===== src/rtl/serial_add_pkg.sv =====
// Shared types for the serial-adder scheduler: FSM states, default width, requester id.
package serial_add_pkg;

  localparam int unsigned DEFAULT_WIDTH = 8;

  typedef enum logic [1:0] {
    ST_IDLE  = 2'd0,
    ST_LOAD  = 2'd1,
    ST_SHIFT = 2'd2,
    ST_CAPT  = 2'd3
  } state_e;

  typedef logic req_id_t;

endpackage


===== src/rtl/rr_arb2.sv =====
// Two-way arbiter. Round-robin when SERIAL_ADD_SCHED_RR_EN is defined,
// otherwise fixed priority with req_i[0] always winning.
module rr_arb2
  import serial_add_pkg::*;
(
`ifdef SERIAL_ADD_SCHED_RR_EN
  input  logic       clk,
  input  logic       rst_n,
  input  logic       take_i,
`endif
  input  logic [1:0] req_i,
  output logic       valid_c,
  output req_id_t    win_c
);

`ifdef SERIAL_ADD_SCHED_RR_EN
  // prio_q names the requester that wins a tie; it flips away from whoever was just served
  req_id_t prio_q;

  always_comb begin
    valid_c = |req_i;
    if (&req_i) win_c = prio_q;
    else        win_c = req_i[1];
  end

  always_ff @(posedge clk or negedge rst_n) begin
    if (!rst_n)                  prio_q <= 1'b0;
    else if (take_i && valid_c)  prio_q <= ~win_c;
  end
`else
  always_comb begin
    valid_c = |req_i;
    win_c   = ~req_i[0];
  end
`endif

endmodule


===== src/rtl/serial_add_sched.sv =====
// Schedules two requesters onto one external WIDTH-cycle serial adder.
// Arbitration policy is selected by SERIAL_ADD_SCHED_RR_EN (defined: round-robin, else fixed).
module serial_add_sched
  import serial_add_pkg::*;
#(
  parameter int unsigned WIDTH = DEFAULT_WIDTH
) (
  input  logic             clk,
  input  logic             rst_n,
  input  logic             req0,
  input  logic             req1,
  input  logic [WIDTH-1:0] a0,
  input  logic [WIDTH-1:0] b0,
  input  logic [WIDTH-1:0] a1,
  input  logic [WIDTH-1:0] b1,
  output logic             gnt0,
  output logic             gnt1,
  output logic             done0,
  output logic             done1,
  output logic [WIDTH-1:0] result_o,
  output logic             sa_pload,
  output logic             sa_enable,
  output logic [WIDTH-1:0] sa_adata,
  output logic [WIDTH-1:0] sa_bdata,
  input  logic [WIDTH-1:0] sa_pout
);

  localparam int unsigned   CW       = (WIDTH > 1) ? $clog2(WIDTH) : 1;
  localparam logic [CW-1:0] CNT_LAST = CW'(WIDTH - 1);

  state_e           state_q, state_d;
  logic [CW-1:0]    cnt_q, cnt_d;
  req_id_t          grant_id_q, grant_id_d;
  logic             gnt0_q, gnt0_d, gnt1_q, gnt1_d;
  logic             done0_q, done0_d, done1_q, done1_d;
  logic             pload_q, pload_d, enable_q, enable_d;
  logic [WIDTH-1:0] adata_q, adata_d, bdata_q, bdata_d;
  logic [WIDTH-1:0] result_q, result_d;
  logic             arb_valid_c;
  req_id_t          arb_win_c;

  rr_arb2 u_arb (
`ifdef SERIAL_ADD_SCHED_RR_EN
    .clk     (clk),
    .rst_n   (rst_n),
    .take_i  (state_q == ST_IDLE),
`endif
    .req_i   ({req1, req0}),
    .valid_c (arb_valid_c),
    .win_c   (arb_win_c)
  );

  // Strobes are computed for the state being entered so every output comes straight from a flop
  always_comb begin
    state_d    = state_q;
    cnt_d      = cnt_q;
    grant_id_d = grant_id_q;
    gnt0_d     = 1'b0;
    gnt1_d     = 1'b0;
    done0_d    = 1'b0;
    done1_d    = 1'b0;
    pload_d    = 1'b0;
    enable_d   = 1'b0;
    adata_d    = '0;
    bdata_d    = '0;
    result_d   = result_q;

    case (state_q)
      ST_IDLE: begin
        if (arb_valid_c) begin
          state_d    = ST_LOAD;
          grant_id_d = arb_win_c;
          pload_d    = 1'b1;
          gnt0_d     = (arb_win_c == 1'b0);
          gnt1_d     = (arb_win_c == 1'b1);
          adata_d    = arb_win_c ? a1 : a0;
          bdata_d    = arb_win_c ? b1 : b0;
        end
      end
      ST_LOAD: begin
        state_d  = ST_SHIFT;
        cnt_d    = '0;
        enable_d = 1'b1;
      end
      ST_SHIFT: begin
        if (cnt_q == CNT_LAST) begin
          state_d = ST_CAPT;
          cnt_d   = '0;
        end else begin
          cnt_d    = cnt_q + CW'(1);
          enable_d = 1'b1;
        end
      end
      ST_CAPT: begin
        state_d  = ST_IDLE;
        result_d = sa_pout;
        done0_d  = (grant_id_q == 1'b0);
        done1_d  = (grant_id_q == 1'b1);
      end
      default: state_d = ST_IDLE;
    endcase
  end

  always_ff @(posedge clk or negedge rst_n) begin
    if (!rst_n) begin
      state_q    <= ST_IDLE;
      cnt_q      <= '0;
      grant_id_q <= 1'b0;
      gnt0_q     <= 1'b0;
      gnt1_q     <= 1'b0;
      done0_q    <= 1'b0;
      done1_q    <= 1'b0;
      pload_q    <= 1'b0;
      enable_q   <= 1'b0;
      adata_q    <= '0;
      bdata_q    <= '0;
      result_q   <= '0;
    end else begin
      state_q    <= state_d;
      cnt_q      <= cnt_d;
      grant_id_q <= grant_id_d;
      gnt0_q     <= gnt0_d;
      gnt1_q     <= gnt1_d;
      done0_q    <= done0_d;
      done1_q    <= done1_d;
      pload_q    <= pload_d;
      enable_q   <= enable_d;
      adata_q    <= adata_d;
      bdata_q    <= bdata_d;
      result_q   <= result_d;
    end
  end

  assign gnt0      = gnt0_q;
  assign gnt1      = gnt1_q;
  assign done0     = done0_q;
  assign done1     = done1_q;
  assign sa_pload  = pload_q;
  assign sa_enable = enable_q;
  assign sa_adata  = adata_q;
  assign sa_bdata  = bdata_q;
  assign result_o  = result_q;

endmodule


===== config.mk =====
export PLATFORM = sky130hd
export DESIGN_NAME = serial_add_sched
export DESIGN_NICKNAME = d
export VERILOG_FILES = /design/src/rtl/serial_add_pkg.sv /design/src/rtl/rr_arb2.sv /design/src/rtl/serial_add_sched.sv
export SDC_FILE = /design/constraint.sdc
export NUM_CORES = 1
export LEC_CHECK = 0
export CORE_MARGIN = 10
export CORE_UTILIZATION = 35
export DETAILED_ROUTE_END_ITERATION = 10
export GPL_ROUTABILITY_DRIVEN = 0
export PLACE_DENSITY = 0.83
export SETUP_SLACK_MARGIN = 0.4
export SYNTH_ARGS = -nofsm -noshare
export SYNTH_HDL_FRONTEND = slang
export SYNTH_SLANG_ARGS = --single-unit

===== constraint.sdc =====
create_clock -name clk -period 1.86 [get_ports clk]
set_input_delay 0.465 -clock clk [delete_from_list [all_inputs] [get_ports clk]]
set_output_delay 0.465 -clock clk [all_outputs]
set_load 0.05 [all_outputs]

* Yosys cells after proc, flatten, opt, wreduce, memory -nomap -nowiden
Cells that the tools add are included.
** Operators by class
- $add $sub $neg :: 1
- $mul :: 0
- Div/mod/pow operators :: 0
- Order comparisons :: 0
- Eq/ne operators :: 6
- Shifts and indexed selects :: 0
- Mux-type cells :: 21
- Bitwise logic cells :: 2
- Reduce and logical (&&, ||, !) cells :: 5
** Operators by type and width (number)
- 8-bit two-way mux :: 6
- 1-bit two-way mux :: 9
- 2-bit one-hot mux with 4 select lines :: 1
- 3-bit one-hot mux with 2 select lines :: 1
- 2-bit == test (second input constant) :: 2
- 2-bit two-way mux :: 2
- 2-bit != test (second input constant) :: 2
- 2-bit AND reduction :: 2
- 3-bit by 1-bit adder with 3-bit output (second input constant) :: 1
- 3-bit == test (second input constant) :: 1
- 3-bit two-way mux :: 1
- 2-bit by 1-bit == test with 1-bit output (second input constant) :: 1
- 2-bit zero test :: 1
- 1-bit NOT :: 2
- 1-bit one-hot mux with 2 select lines :: 1
- 2-bit nonzero test :: 1
- 2-bit OR reduction :: 1
** Word-level totals
- Register bits :: 36
- Latch bits :: 0
- Bits in writable memories :: 0
- Bits in read-only memories :: 0
- Input port bits :: 44
- Output and inout port bits :: 30
- Word-level logic and storage cells :: 47
- Memories :: 0

* Depth between registers and ports, before layout
Gate-level depths: netlist (run 1).
- Word-level depth :: 3
- Depth in mapped cells :: 6
- Depth with buffers taken out :: 5

* Cells and area by module
A second synthesis (run 1) with hierarchy kept.
** Second synthesis, totals
- Cells, all modules :: 112
- Area, all modules :: 1476.4 µm²
** Modules (own cells, without submodules)
- serial_add_sched :: times used 1, cells each 110, area an instance 1466.4 µm², seq. area each 900.9 µm²
- rr_arb2 :: times used 1, cells each 2, area an instance 10.0 µm², seq. area each 0.0 µm²

* Least setup slack after synthesis (run 1)
OpenSTA, ideal clock, no wires.
- Path kind :: register -> register
- Start :: reg state_q[0]
- End :: reg state_q[1]
- Setup time :: 0.128 ns
- Arrival time :: 1.307 ns
- Required time :: 1.732 ns
- Path slack :: 0.425 ns
- Stages on the path, launching flop included :: 6
- Path buffers :: 0
- Clock period less this slack :: 1.435 ns
- Path through :: dfrtp_1 inv_1 ha_1 and2b_1 a21oi_1 mux2_1
** On the way
- Longest elaborated chain between the ends :: 3
- Elaborated cells between the ends (all ways) :: 8
- Those cells by class :: 5 x eq/ne; 1 x mux; 2 x reduce/logical
** Ends and longest elaborated chain
- start: declaration :: line serial_add_sched.sv:31 : state_e state_q, state_d;
- start signal: assignment :: line serial_add_sched.sv:119 : state_q <= state_d;
- 2-bit == test or 2-bit zero test (tied branches) :: line serial_add_sched.sv:68 : case (state_q)
- 2-bit != test (no source line)
- 2-bit AND reduction (no source line)
Several ways; a longest one is shown, not always the timed one.
A chain may end at the register's enable or synchronous reset.

* Worst setup path after layout (run 1)
- Start :: reg cnt_q[0]
- End :: reg state_q[1]
** On the way
- Longest elaborated chain between the ends :: 3
** Ends and longest elaborated chain
- start: declaration :: line serial_add_sched.sv:32 : logic [CW-1:0] cnt_q, cnt_d;
- start signal: assignment :: line serial_add_sched.sv:120 : cnt_q <= cnt_d;
- 3-bit == test :: line serial_add_sched.sv:86 : if (cnt_q == CNT_LAST) begin
- 2-bit != test (no source line)
- 2-bit AND reduction (no source line)
No other way between the ends.

==> impl_metrics.ini, run 1 <==
[outcome]
status = finished clean

[power_and_ir_drop]
finalPower_uw = 3811
vdd_drop_max_v = 0.0006558
powerDensity_mw_per_mm2 = 1677
total_leakage_power_uw = 0.001092

[timing]
finClkSkew_ns = 0.007802
slew_headroom_pct = 70.69
hold_viol = 0
fin_tns_setup_ns = 0
fin_crit_sh_pct = 77.43
drv_slew = 0
holdWs_ns = 0.4568
tightest_slew_ns = 0.4397
fmax_ghz = 0.6943
finalSetupViolations = 0
rsz0062_at_grt = true
fin_crit_ns = 1.440

[logic_synthesis]
muxShareOfSynthArea_pct = 8.018
yosys.area_share.simple_pct = 5.135
synth_top_family_by_area = compound AO/OA/AOI/OAI gates
synth_compound_gate_area_share_pct = 12.70
yosys_warnings = 0
synth_cells = 94
syn_area_per_cell_um2 = 14.77
seq_area_frac_synth_pct = 64.86
synth.distinct_cells = 21
synth_seq_cells = 36
synthXorXnorAreaFrac_pct = 0
synthAdderAreaFrac_pct = 5.405
synth_fp_nets = 144
netlist_area_mm2 = 0.001389

[floorplan]
die_w_um = 82.99
rows = 22
die_h_um = 82.99
core_area_mm2 = 0.003744
dieArea_mm2 = 0.006887
initial_utilization_pct = 37.10
io_pins = 74

[grt]
grt_max_degree = 37
grt_pass1_wl_um = 5913
antenna_found_initial = 0
grt_pass1_vias = 1097
grt_usage_pct = 10.72
grt-ovfl-total = 0

[worst_setup_path]
crit_fanout = 2
startpoint = cnt_q[0]
path_class = flip-flop to flip-flop
cp-start-kind = flip-flop
crit_required_ns = 2.03
worst_r2r_startpoint = cnt_q[0]
end_kind = flip-flop
critPathArrivalTime_ns = 1.61

[routing]
ant_nets = 0
wl_per_cell_um = 16.72
vias = 1061
drc = 0
dr.first_iter.drc_count = 30
viasPerCell = 4.654
first_pass_iters = 4
drt_wl_total_um = 3813

[finish]
syn_to_final_growth_pct = 63.60
n_antenna_cell = 0
final_util_pct = 60.70
drive_gt1_share_pct = 33.89
layout.nets = 229
stdcell_count = 228

[job]
maxCapViolations = 0

[clock_network]
path_clk_slew_ns = 0.07
cts_tree = built
ctsHoldBuffers = 0
clk_path_buf_depth = 2
htree_num_levels = 2
cts_buffers = 5
cts_root_buf = clkbuf_8
cts_sinks = 36
clk_latency_ns = 0.29

[worst_hold_path]
worstHoldPathType = flip-flop to flip-flop
min_from = grant_id_q

[placement]
dpl.cell_count = 213
io_buffers = 73
dp_hpwl_um = 2989
==> metrics by stage <==
stage | setup slack [ns] | instance area [um2]
3_3_place_gp | 0.1848 | 2081
6_report | 0.4198 | 2272
5_1_grt | 0.3760 | 2272
2_1_floorplan | 0.4255 | 1389
3_5_place_dp | 0.1525 | 2081
4_1_cts | 0.3987 | 2248
==> placed cells by master, fill, tap and decap left out, types with 2 or more instances in the layout <==
cell	Yosys	final
nand3_1	2	2
buf_4	0	39
o21ai_0	2	2
nor2_1	2	2
nor2b_1	2	2
ha_1	6	4
dfrtp_1	36	36
clkbuf_8	0	5
clkdlybuf4s50_1	0	43
a22o_1	16	16
nand2_1	2	2
mux2_2	8	8
inv_1	4	4
==> metal layers <==
layer  share of wire, %  wire (um)  vias to the layer above  track usage, %
met2                 57       2158                       38           19.69
met3                5.1        194                        6           3.223
met4                1.9         74                        0           5.077
li1                   -          -                      503               -
met1                 36       1385                      514           10.67
met5                  0          0                        -               0
==> worst max-delay path: stages (launching register included) <==
cell     delay [ns]
dfrtp_1        0.38
ha_1           0.21
ha_1           0.17
and2b_2        0.24
a21oi_4        0.04
mux2_4         0.30
==> flip-flops by register name (all words and copies together) (netlist names) <==
| name | count |
|---|---|
| gnt1 | 1 |
| grant_id_q | 1 |
| done0 | 1 |
| sa_adata | 8 |
| gnt0 | 1 |
| sa_enable | 1 |
| sa_pload | 1 |
| done1 | 1 |
| cnt_q | 3 |
| sa_bdata | 8 |
| state_q | 2 |
| result_o | 8 |
==> layout make-up <==
class | count | area (um2)
Sequential cell | 36 | 900.9
Multi-Input combinational cell | 50 | 465.4
Clock buffer | 6 | 72.57
Fill cell | 305 | 1471
Timing Repair Buffer | 82 | 723.2
Tap cell | 48 | 60.06
Clock inverter | 2 | 35.03
Inverter | 4 | 15.01
==> worst paths after layout <==
check,end,slack [ns],cells past startpoint
hold / removal,done0,0.46,1
setup / recovery,state_q[1],0.42,5
min in group asynchronous,sa_adata[7],0.59,2
setup reg to reg,state_q[1],0.42,5
max in group asynchronous,result_o[6],0.96,2
hold reg to reg,done0,0.46,1
==> logic make-up after synthesis <==
family                     after synthesis
muxes                                   10
buffers and inverters                    8
and+or+nand+nor                         12
DFF                                     36
AOI/OAI and AO/OA                       22
adders and majority gates                6
==> cells in the mapped netlist, drive strengths merged <==
master	count	area, um2
buf	4	38.78
inv	4	15.01
a22o	16	140.1
ha	6	75.07
nor2b	2	12.51
nand3	2	10.01
and2b	1	7.510
nor2	3	18.77
o21a	1	7.510
mux2i	1	10.01
a21oi	2	10.01
and2	2	15.02
nand2	2	7.510
o21ai	2	10.01
mux2	9	101.4
dfrtp	36	900.9
o22a	1	8.760
==> what timing repair did <==
item                                    CTS  global route
cloned                                    0             0
buffers inserted                          7             0
pin swaps                                 1             0
resized for setup                         3             4
endpoints found under the setup margin    1            17
==> where the power goes <==
part / switching (uW) / internal (uW) / total [uW]
Sequential: 114 / 1040 / 1160
Clock: 260 / 397 / 657
Combinational: 1210 / 784 / 2000
Total: 1590 / 2220 / 3810
Power figures use the tool's default switching activity.
==> inputs of run 2 (changes only) <==
==> constraint.sdc (replaced) <==
create_clock -name clk -period 1.35 [get_ports clk]
set_input_delay 0.3375 -clock clk [delete_from_list [all_inputs] [get_ports clk]]
set_output_delay 0.3375 -clock clk [all_outputs]
set_load 0.05 [all_outputs]
==> run 2 against run 1 <==
The flow now finishes with violations (hold timing, setup timing). Critical path depth unchanged. Hold slack got worse by 0.50 ns. Maximum frequency decreased by 3.6%. Non-clock buffer count up 10. Register-to-register slack worse by 0.56 ns. Via count rose by 6.5%. Routed wire length is 13% higher. Final area grew 26%. Clock-buffer cell count grew 1. Clock power grew 58%. Die area stayed put. Global-route usage grew 2.3 points.
==> impl_metrics.ini, run 2 (same netlist as run 1, synthesis figures left out) <==
[outcome]
status = finished, violations left
failed_checks = hold timing, setup timing

[grt]
grt_pass1_vias = 1376
grt-ovfl-total = 0
grt_pass1_wl_um = 7251
grt_max_degree = 21
grt_usage_pct = 13.01
antenna_found_initial = 0

[clock_network]
clk_latency_ns = 0.29
htree_num_levels = 2
cts_root_buf = clkbuf_8
cts_tree = built
clk_path_buf_depth = 2
cts_sinks = 36
path_clk_slew_ns = 0.08
cts_buffers = 5

[timing]
fmax_ghz = 0.6693
finClkSkew_ns = 0.01258
drv_slew = 0
rsz0062_at_grt = true
holdWs_ns = -0.03979
finalSetupViolations = 3
fin_crit_sh_pct = 110.7
tightest_slew_ns = 0.3900
hold_viol = 16
fin_crit_ns = 1.494
setup_slack_ns = -0.1441
slew_headroom_pct = 74.00

[power_and_ir_drop]
switchingPower_uw = 2572
p_int_uw = 4266
powerDensity_mw_per_mm2 = 2387
swShare_pct = 37.61
finalPower_uw = 6837
power.clock.fraction_pct = 15.2
total_leakage_power_uw = 0.001298
sequentialPowerShare_pct = 26.2
vdd_drop_max_v = 0.001194
combPwrFrac_pct = 58.6

[worst_setup_path]
crit_required_ns = 1.53
worst_r2r_startpoint = cnt_q[1]
rr_endpoint = state_q[1]
cp-start-kind = flip-flop
path_class = flip-flop to flip-flop
critPathArrivalTime_ns = 1.68
reg2regPathDepth = 5
end_kind = flip-flop
rrSetupSlack_ns = -0.14
crit_fanout = 2

[placement]
dpl.cell_count = 220
dp_hpwl_um = 3129
io_buffers = 73
pre_cts_ws_ns = -0.1966

[floorplan]
die_w_um = 82.99
rows = 22
die_h_um = 82.99
io_pins = 74
core_area_mm2 = 0.003744
dieArea_mm2 = 0.006887
initial_utilization_pct = 37.10

[routing]
vias = 1130
drc = 0
dr.first_iter.drc_count = 47
ant_nets = 0
drt_wl_total_um = 4306
wl_per_cell_um = 18.02
viasPerCell = 4.728
first_pass_iters = 4

[finish]
n_antenna_cell = 0
final_cell_mix = 42 x clkdlybuf4s50_1, 36 x dfrtp_1, 33 x buf_12
final_util_pct = 76.50
layout_commonest_cell = clkdlybuf4s50_1
layout.nets = 240
stdcell_count = 239
syn_to_final_growth_pct = 106.2
drive_gt1_share_pct = 42.93

[worst_hold_path]
worstHoldPathType = input port to asynchronous set/reset pin

[job]
maxCapViolations = 0
run 2: changes by cell type in the layout (fill, tap and decap cells not counted), moves of 3 or more:
cell    change
buf_6       +3
buf_4      -26
mux2_2      -8
ha_1        -3
mux2_4      +8
buf_12     +33
run 2: critical path, cell delays in order (launching register included):
cell and delay, ns:
dfrtp_1 0.37, ha_2 0.20, ha_4 0.12, and2b_2 0.24
a21oi_4 0.15, mux2_4 0.31
run 2: final cells by class:
cell class | instances | area (um2)
inverter | 4 | 15.01
multi-input combinational | 51 | 544.3
timing repair buffer | 92 | 1217
fill | 229 | 879.6
sequential | 36 | 900.9
clock buffer | 7 | 96.34
tap | 48 | 60.06
clock inverter | 1 | 30.03
run 2: routing by layer:
metal / vias to the layer above / share of wire [%] / track usage [%]
met3: 7 / 12 / 8.496
met2: 63 / 50 / 21.23
met1: 536 / 37 / 12.68
li1: 524 / - / -
met4: 0 / 1.7 / 5.538
met5: - / 0 / 0
run 2: worst max-delay path by stage:
stage / start / end / slack, ns / depth (start not counted)
floorplan: cnt_q[0] / state_q[1] / -0.03 / 5
global placement: req1 / state_q[1] / -0.15 / 4
detailed placement: req1 / state_q[1] / -0.20 / 4
CTS: cnt_q[0] / state_q[1] / -0.1 / 5
global route: cnt_q[1] / state_q[1] / -0.20 / 5
finish: cnt_q[1] / state_q[1] / -0.14 / 5
run 2: what timing repair did:
action / in CTS / in global routing
hold endpoints to repair: 16 / 16
gates cloned: 1 / 0
endpoints found under the setup margin: 65 / 66
pin swaps: 2 / 2
setup buffers: 9 / 1
gates resized for setup: 13 / 9
run 2: power by group through the flow:
stage                     clock, uW  sequential, uW  combinational, uW
after floorplan                   0            2630                852
after global placement            0            1760               3400
after detailed placement          0            1790               3480
after CTS                      1050            1780               3890
after global routing           1110            1830               4210
final                          1040            1790               4010
run 2: per-stage QoR:
step	TNS, ns	hold slack (ns)	cell area (um2)
5_1_grt	-0.6649	-0.02402	2864
2_1_floorplan	-0.03120	0.04191	1421
3_5_place_dp	-2.409	0.2876	2555
4_1_cts	-0.09864	-0.03106	2814
6_report	-0.1644	-0.03979	2864
3_3_place_gp	-1.997	0.2781	2555
==> inputs of run 3 (changes only) <==
--- a/config.mk
+++ b/config.mk
@@ -5,11 +5,14 @@
 export SDC_FILE = /design/constraint.sdc
 export NUM_CORES = 1
 export LEC_CHECK = 0
+export CELL_PAD_IN_SITES_DETAIL_PLACEMENT = 2
+export CELL_PAD_IN_SITES_GLOBAL_PLACEMENT = 2
+export CORE_ASPECT_RATIO = 0.75
 export CORE_MARGIN = 10
-export CORE_UTILIZATION = 35
+export CORE_UTILIZATION = 24
 export DETAILED_ROUTE_END_ITERATION = 10
 export GPL_ROUTABILITY_DRIVEN = 0
-export PLACE_DENSITY = 0.83
+export PLACE_DENSITY = 0.89
 export SETUP_SLACK_MARGIN = 0.4
 export SYNTH_ARGS = -nofsm -noshare
 export SYNTH_HDL_FRONTEND = slang
==> run 3 against run 2 <==
The run still ends with hold timing, setup timing left. Core utilization shrank 23 points. Cell count rose by 13%. Critical path depth unchanged. Power grew 1.2%. Setup slack better by 0.062 ns. Register-to-register slack improved by 0.06 ns. Via count rose by 6.6%. Final area grew 1.7%. Die area up 34%. Routed wire length rose by 44%. First-iteration DRC count shrank 77%. Clock power down 9%. Critical path type unchanged.
==> impl_metrics.ini, run 3 (same netlist as run 1, synthesis figures left out) <==
[floorplan]
io_pins = 74
core_area_mm2 = 0.005468
rows = 23
die_h_um = 85.88
die_w_um = 107.8
dieArea_mm2 = 0.009261
initial_utilization_pct = 25.40

[routing]
drt_wl_total_um = 6184
ant_nets = 0
first_pass_iters = 3
drc = 0
vias = 1205
dr.first_iter.drc_count = 11
wl_per_cell_um = 22.99
viasPerCell = 4.480

[clock_network]
ctsHoldBuffers = 0
path_clk_slew_ns = 0.08
clk_path_buf_depth = 2
cts_tree = built
htree_num_levels = 2
cts_root_buf = clkbuf_8
cts_sinks = 36
cts_buffers = 5
clk_latency_ns = 0.29

[finish]
nFillCells = 516
drive_gt1_share_pct = 44.85
final_util_pct = 53.30
n_antenna_cell = 0
syn_to_final_growth_pct = 109.8
final_area_mm2 = 0.002914
layout.nets = 243
layout_commonest_cell = clkdlybuf4s50_1
final_cell_mix = 42 x clkdlybuf4s50_1, 36 x dfrtp_1, 32 x buf_12

[grt]
grt-ovfl-total = 0
grt_usage_pct = 13.37
grt_max_degree = 37
grt_pass1_wl_um = 9225
grt_pass1_vias = 1467
antenna_found_initial = 0

[power_and_ir_drop]
finalPower_uw = 6917
powerDensity_mw_per_mm2 = 2374
total_leakage_power_uw = 0.001290
vdd_drop_max_v = 0.0007875

[timing]
fmax_ghz = 0.6985
holdWs_ns = -0.005934
fin_crit_ns = 1.432
rsz0062_at_grt = true
fin_tns_setup_ns = -0.7120
finClkSkew_ns = 0.01209
fin_crit_sh_pct = 106.1
setup_slack_ns = -0.08174
slew_headroom_pct = 76.45
hold_viol = 5
tightest_slew_ns = 0.3520
finalSetupViolations = 20
drv_slew = 0

[worst_setup_path]
rrSetupSlack_ns = -0.08
path_class = flip-flop to flip-flop
crit_fanout = 2
cpPeakStageDelay_ns = 0.36
crit_required_ns = 1.53
critPathSlowestCell = dfrtp_1
end_kind = flip-flop
cp-start-kind = flip-flop
path_cells = ha_2 -> ha_4 -> and2b_1 -> a21oi_2 -> mux2_4
critPathArrivalTime_ns = 1.61

[job]
maxCapViolations = 0

[worst_hold_path]
worstHoldPathType = input port to asynchronous set/reset pin

[placement]
placed_area_mm2 = 0.002589
dp_hpwl_um = 4091
io_buffers = 73

[outcome]
failed_checks = hold timing, setup timing
status = finished, violations left
## run 3: changes by cell type in the layout (fill, tap and decap cells not counted), sizes merged
cell,delta
buf,+2
and2,+1
clkinv,+1
clkbuf,-1
## run 3: timing repair
item | CTS | global route
resized for setup | 18 | 6
cloned | 3 | 0
pin swaps | 4 | 5
setup endpoints to repair | 66 | 66
setup buffers | 8 | 3
## run 3: final timing paths
path                       startpoint         end  cells after the start
setup / recovery             cnt_q[0]  state_q[1]                      5
hold / removal                  rst_n       done0                      2
setup reg to reg             cnt_q[0]  state_q[1]                      5
hold reg to reg              cnt_q[1]    cnt_q[1]                      2
max in group asynchronous       rst_n   sa_enable                      2
min in group clk             cnt_q[1]    cnt_q[1]                      2
## run 3: worst max-delay path: cells and delay by family, from the launching register on
family | cells | cell delay [ns]
multiplexers | 1 | 0.32
AND/OR/NAND/NOR | 1 | 0.20
flip-flops | 1 | 0.36
AO/OA/AOI/OAI | 1 | 0.15
adder cells (fa/ha/maj) | 2 | 0.31
## run 3: area by class of cell
cell class,instances,area (um2),area share [%]
clock buffers,6,72.57,2.490
clock inverters,2,35.03,1.202
inverters,4,15.01,0.5152
multi-input cells,52,538.0,18.46
flip-flops and latches,36,900.9,30.91
well taps,75,93.84,3.220
repair buffers,94,1259,43.19
## run 3: metal layers
metal / global-route usage, % / vias to the layer above / part of all wire [%]
met3: 6.428 / 6 / 8.7
met5: 0 / - / 0
met2: 23.00 / 61 / 51
li1: - / 529 / -
met4: 3.027 / 0 / 0.86
met1: 14.57 / 609 / 39
## run 3: where the power goes
group | leakage (uW) | internal, uW | total, uW | switching [uW]
Clock | 0.0000552 | 549 | 949 | 401
Combinational | 0.000768 | 2160 | 4160 | 2000
Sequential | 0.000467 | 1440 | 1810 | 368
Total | 0.00129 | 4150 | 6920 | 2760
## run 3: per-stage QoR
| stage | instances | setup slack (ns) |
|---|---|---|
| after floorplan | 94 | -0.03120 |
| after global placement | 247 | -0.1764 |
| after detailed placement | 247 | -0.2891 |
| after CTS | 266 | -0.07882 |
| after global routing | 269 | -0.1414 |
| final | 269 | -0.08174 |
